<file path="src/rtl/cache_fill_fsm.sv">
// Cache miss fill sequencer: fetches a whole block from pipelined memory,
// streams each returned word into the cache and writes the tag with the last word.
module cache_fill_fsm #(
  parameter int WORDS_PER_BLOCK = 8,
  parameter int CNT_W           = 3
) (
  input  logic        clk,
  input  logic        rst_n,
  input  logic        miss_detected,
  input  logic [15:0] miss_address,
  input  logic [15:0] mem_data_in,
  input  logic        mem_data_valid,
  output logic        mem_enable,
  output logic [15:0] mem_address,
  output logic        miss_fixing,
  output logic [15:0] memory_address,
  output logic [15:0] memory_data,
  output logic        memory_data_write,
  output logic        memory_tag_write,
  output logic        stall,
  output logic        fill_done
);

  localparam int OFF_W = CNT_W + 1;
  localparam logic [CNT_W-1:0] LAST = CNT_W'(WORDS_PER_BLOCK - 1);

  typedef enum logic [1:0] {IDLE, FILL, DONE} state_t;

  state_t            state, state_next;
  logic [15:0]       base;
  logic [CNT_W-1:0]  issue_cnt;
  logic [CNT_W-1:0]  ret_cnt;
  logic              issued_all;

  always_ff @(posedge clk or negedge rst_n) begin
    if (!rst_n) state <= IDLE;
    else        state <= state_next;
  end

  // issue_cnt holds at the last word once all requests are out, so it never wraps.
  always_ff @(posedge clk or negedge rst_n) begin
    if (!rst_n) begin
      base       <= '0;
      issue_cnt  <= '0;
      ret_cnt    <= '0;
      issued_all <= 1'b0;
    end else if (state == IDLE && miss_detected) begin
      base       <= {miss_address[15:OFF_W], {OFF_W{1'b0}}};
      issue_cnt  <= '0;
      ret_cnt    <= '0;
      issued_all <= 1'b0;
    end else if (state == FILL) begin
      if (mem_enable) begin
        if (issue_cnt == LAST) issued_all <= 1'b1;
        else                   issue_cnt  <= issue_cnt + 1'b1;
      end
      if (memory_data_write) ret_cnt <= ret_cnt + 1'b1;
    end
  end

  assign mem_address    = base + 16'({issue_cnt, 1'b0});
  assign memory_address = base + 16'({ret_cnt, 1'b0});
  assign memory_data    = mem_data_in;

  always_comb begin
    state_next        = state;
    miss_fixing       = 1'b0;
    stall             = 1'b0;
    mem_enable        = 1'b0;
    fill_done         = 1'b0;
    memory_data_write = 1'b0;
    memory_tag_write  = 1'b0;
    case (state)
      IDLE: begin
        // Gated by rst_n so every 1-bit output reads 0 while reset is held.
        stall = miss_detected & rst_n;
        if (miss_detected) state_next = FILL;
      end
      FILL: begin
        miss_fixing       = 1'b1;
        stall             = 1'b1;
        mem_enable        = ~issued_all;
        memory_data_write = mem_data_valid;
        memory_tag_write  = mem_data_valid && (ret_cnt == LAST);
        if (memory_tag_write) state_next = DONE;
      end
      DONE: begin
        fill_done  = 1'b1;
        state_next = IDLE;
      end
      default: state_next = IDLE;
    endcase
  end

endmodule

</file>
<file path="config.mk">
export PLATFORM = sky130hd
export DESIGN_NAME = cache_fill_fsm
export DESIGN_NICKNAME = d
export VERILOG_FILES = /design/src/rtl/cache_fill_fsm.sv
export SDC_FILE = /design/constraint.sdc
export NUM_CORES = 1
export LEC_CHECK = 0
export BUFFER_PORTS_ARGS = -buffer_cell sky130_fd_sc_hd__buf_2
export CAP_MARGIN = 15
export CORE_ASPECT_RATIO = 1.2
export CORE_MARGIN = 1
export CORE_UTILIZATION = 37
export CTS_CLUSTER_SIZE = 25
export DETAILED_ROUTE_END_ITERATION = 10
export HOLD_SLACK_MARGIN = 0.03
export PLACE_DENSITY_LB_ADDON = 0.25
export SETUP_SLACK_MARGIN = 0.5
export SYNTH_ARGS = -nofsm -noshare
export SYNTH_HDL_FRONTEND = slang
export SYNTH_SLANG_ARGS = --single-unit
</file>
<file path="constraint.sdc">
create_clock -name clk -period 2.4 [get_ports clk]
set_clock_uncertainty 0.05 [all_clocks]
set_input_delay 0.12 -clock clk [delete_from_list [all_inputs] [get_ports clk]]
set_output_delay 0.12 -clock clk [all_outputs]
set_load 0.05 [all_outputs]
</file>
== Word-level counts from Yosys, hierarchy flattened ==
Cells that the tools add are included.
Widths: inputs -> output; s select.
Operators by class
  add/subtract/negate cells: 4
  equal/unequal tests: 7
  mux-type cells: 20
  bitwise logic cells: 2
  reductions and logical operators: 11
Operators by type and width (number)
  $add 16x4->16: 2
  $mux 3: 7
  $mux 1: 9
  $reduce_bool 2->1: 4
  $add 3x1->3 const B: 2
  $eq 3x3->1 const B: 2
  $reduce_and 3->1: 2
  $mux 2: 2
  $ne 2x2->1 const B: 2
  $pmux 2 s2: 1
  $reduce_and 2->1: 2
  $eq 2x1->1 const B: 1
  $eq 2x2->1 const B: 1
  $logic_and 1x1->1: 2
  $logic_not 2->1: 1
  $ne 2x1->1 const B: 1
  $pmux 1 s2: 1
  $and 1x1->1: 1
  $not 1->1: 1
Word-level totals
  bits in registers: 21
  bits of input ports: 36
  output and inout bits: 54
  word-level logic and storage cells: 49

== Longest topological paths before layout ==
  word-level depth: 5
  depth in mapped cells: 5
  gate-level depth less buffers: 5

== Worst setup path after synthesis ==
Ideal clock, no wire load.
  kind: register to register
  start: register issue_cnt[0]
  end: register issue_cnt[0]
  setup time: 125 ps
  data arrival time: 1710 ps
  required time: 2225 ps
  path slack: 515 ps
  stages on the path, launching flop included: 6
  buffers on the path: 0
  period minus slack after synthesis: 1885 ps
  cell sequence: dfrtp_1 > ha_1 > ha_1 > nor4b_2 > nor2_1 > mux2_2
On the way
  cells in the longest elaborated chain, start to end: 5
  elaborated cells on any way between the ends: 8
  classes of those cells: 1 x add/sub; 2 x eq/ne; 4 x mux; 1 x reduce/logical
Ends and longest elaborated chain
  from (decl): line 31  | logic [CNT_W-1:0] issue_cnt;
  from (signal assigned): line 55  | else issue_cnt <= issue_cnt + 1'b1;
  $add 3x1->3: line 55
  $mux 3: line 54  | if (issue_cnt == LAST) issued_all <= 1'b1;
  $mux 3: line 53  | if (mem_enable) begin
  $mux 3: line 52  | end else if (state == FILL) begin
  $mux 3: line 47  | end else if (state == IDLE && miss_detected) begin
Several ways; a longest one is shown, not always the timed one. The select of a mux whose other input is x is not followed.
A chain may end at the register's enable or synchronous reset.

== Worst setup path after layout ==
Same ends and word-level chain as after synthesis.

==> flow_summary.yaml <==
outcome:
  outcome: "completed"
timing:
  final_min_period_over_clock_period_pct: 73.54
  maxClockFrequency_ghz: 0.5666
  final-max-slew-violation-count: 0
  final.setup.tns_ns: 0
  final_period_minus_worst_setup_slack_ns: 1.765
  timing_hold_violations_final: 0
  rsz0062_at_grt: "false"
  finalSetupViolations: 0
  worst_hold_slack_ns: 0.05746
run:
  max_cap_viol_count: 0
hold_path:
  timing.hold.worst_endpoint: "state[1]"
  hold_path_depth: 3
  startpoint_of_the_tightest_hold_check_path: "mem_data_valid"
  worst_hold_path_type: "in -> reg"
layout:
  final.fill_count: 278
  final_cell_area_sq_um: 1351
  area_occupied_by_registers_sq_um: 525.5
  syn2layout_area_growth_pct: 20.67
  multi_input_comb_area_sq_um: 352.8
  drive_gt1_share_pct: 54.55
  mostFrequentLayoutCells: "51 x sky130_fd_sc_hd__buf_2, 21 x sky130_fd_sc_hd__dfrtp_1, 14 x sky130_fd_sc_hd__mux2_2"
  antenna-diode-count: 0
  final_net_count: 173
  layout_commonest_cell: "sky130_fd_sc_hd__buf_2"
global_routing:
  grt_start_max_net_pins: 22
  global_router_s_overall_resource_usage_pct: 13.81
  vias_in_the_first_global_route: 773
  globalRoute.totalOverflow: 0
  grt_first_pass_wirelength_um: 3429
  antenna_found_initial: 0
worst_setup_path:
  critical_path_start_end_classification: "reg -> reg"
  regToRegSetupSlack_ns: 0.64
  crit_arrival_ns: 1.90
  critPathTopFamily: "simple AND/OR/NAND/NOR gates"
  critPathCaptureType: "flop"
  crit_fanout: 4
  crit_chain: "ha_1 -> ha_1 -> nor4b_2 -> nor2_1 -> mux2_2"
  worst_path_most_repeated_cell: "sky130_fd_sc_hd__ha_1"
  timing.critical_path.buf_inv: 0
  start_kind: "flop"
  ff_to_ff_path_depth: 5
  required_worst_endpoint_ns: 2.54
  critical_path.reg2reg.endpoint: "issue_cnt[0]"
  worstReg2RegStart: "issue_cnt[0]"
  cp_slowest_cell: "sky130_fd_sc_hd__dfrtp_1"
  max_stage_delay_ns: 0.42
drt:
  drt_iter0_markers: 3
  drt_wl_total_um: 1996
  route.vias.total: 757
  ant_nets: 0
  remaining_drc_errors: 0
  firstDrtPassIters: 2
  wl_per_cell_um: 12.02
  viasPerCell: 4.560
clock_network:
  cts_max_path_buffers: 2
  cts.sinks: 21
  worst_skew_late_latency_ns: 0.29
  clk_transition_reported_paths_ns: 0.11
  tritoncts: "done"
  post_cts_resized: 0
  root_buffer: "sky130_fd_sc_hd__clkbuf_4"
  postCtsSetupBuffers: 0
  cts_hold_repair.buffers: 13
  h_tree_depth: 1
  numCtsBuffers: 3
floorplan:
  ios: 90
  floorplan.die.width_um: 52.22
  core_area_sq_um: 2838
  floorplan.die.height_um: 62.27
  effective_utilization_at_floorplan_pct: 39.46
  std_cell_rows: 21
  die-area_sq_um: 3251
yosys:
  post-synth-top-area-cell: "sky130_fd_sc_hd__dfrtp_1"
  seq_area_frac_synth_pct: 46.93
  syn_std_cell_area_sq_um: 1120
  synth-warning-count: 0
  synthesis.instances: 93
  ys_seq_elements: 21
  yosys-top-cells-area: "sky130_fd_sc_hd__dfrtp_1 47%, sky130_fd_sc_hd__buf_4 20%, sky130_fd_sc_hd__mux2_2 14%, sky130_fd_sc_hd__ha_1 4.5%, sky130_fd_sc_hd__a22o_1 3.1%"
  yosysTopAreaCellShare_pct: 46.93
  post_synth.cell_area_avg_sq_um: 12.04
  synthDistinctLibCells: 18
place:
  dp.final_hpwl_um: 1397
  buffer_ports.inserted: 51
  finalWeightedCongestion: 0.6994
  placed_area_sq_um: 1195
cell type report:
class	count	area share [%]
Sequential cell	21	38.89
Tap cell	34	3.148
Clock buffer	4	1.944
Inverter	1	0.2778
Multi-Input combinational cell	40	26.11
Timing Repair Buffer	66	29.63
cell usage after synthesis:
cell,instances
sky130_fd_sc_hd__conb_1,1
sky130_fd_sc_hd__buf_6,1
sky130_fd_sc_hd__nand2_1,1
sky130_fd_sc_hd__mux2_2,14
sky130_fd_sc_hd__and3b_1,1
sky130_fd_sc_hd__a21oi_1,2
sky130_fd_sc_hd__nor3b_4,1
sky130_fd_sc_hd__nand2b_1,1
sky130_fd_sc_hd__a22o_1,4
sky130_fd_sc_hd__a21o_1,1
sky130_fd_sc_hd__buf_4,30
sky130_fd_sc_hd__dfrtp_1,21
sky130_fd_sc_hd__buf_2,1
sky130_fd_sc_hd__nor2b_1,1
sky130_fd_sc_hd__nor2_1,7
sky130_fd_sc_hd__nor4b_2,1
sky130_fd_sc_hd__ha_1,4
sky130_fd_sc_hd__inv_1,1
state kept, by name, indices dropped and copies added, names as in the netlist:
register / cells
issue_cnt: 3
ret_cnt: 3
base: 12
state: 2
issued_all: 1
routing by layer:
metal	vias up	track usage, %	wire length [um]
met3	6	1.716	151
met4	0	6.579	31
li1	357	-	-
met5	-	0	0
met2	33	24.20	1046
met1	361	16.01	766
worst max-delay path by stage:
stage	start	end	slack, ns	cells after the start
floorplan	issue_cnt[0]	issue_cnt[0]	0.52	5
global placement	issue_cnt[0]	issue_cnt[0]	0.72	5
detailed placement	issue_cnt[0]	issue_cnt[0]	0.67	5
CTS	issue_cnt[0]	issue_cnt[0]	0.61	5
global route	issue_cnt[0]	issue_cnt[0]	0.52	5
finish	issue_cnt[0]	issue_cnt[0]	0.64	5
logic make-up after synthesis:
| group | after synthesis | synth area share, % |
|---|---|---|
| muxes | 14 | 14.08 |
| AOI/OAI and AO/OA | 7 | 4.693 |
| and+or+nand+nor | 13 | 7.599 |
| DFF | 21 | 46.93 |
| buffers and inverters | 33 | 21.90 |
| adders and majority gates | 4 | 4.469 |
| other | 1 | 0.3349 |
per-stage QoR:
step	utilization, %	cells	setup WS [ns]
5_1_grt	47.62	166	0.5212
2_1_floorplan	-	94	0.5153
3_3_place_gp	42.11	149	0.7191
3_5_place_dp	42.11	149	0.6672
4_1_cts	47.62	166	0.6126
6_report	47.62	166	0.6351
worst reg2reg max path: stages, from the launching register on:
cell	delay (ns)
sky130_fd_sc_hd__dfrtp_1	0.42
sky130_fd_sc_hd__ha_1	0.21
sky130_fd_sc_hd__ha_1	0.20
sky130_fd_sc_hd__nor4b_2	0.37
sky130_fd_sc_hd__nor2_1	0.13
sky130_fd_sc_hd__mux2_2	0.29
Power is left out: the tool's default activity adds up to more than one toggle a clock period on the data nets, which glitch-free logic cannot reach.
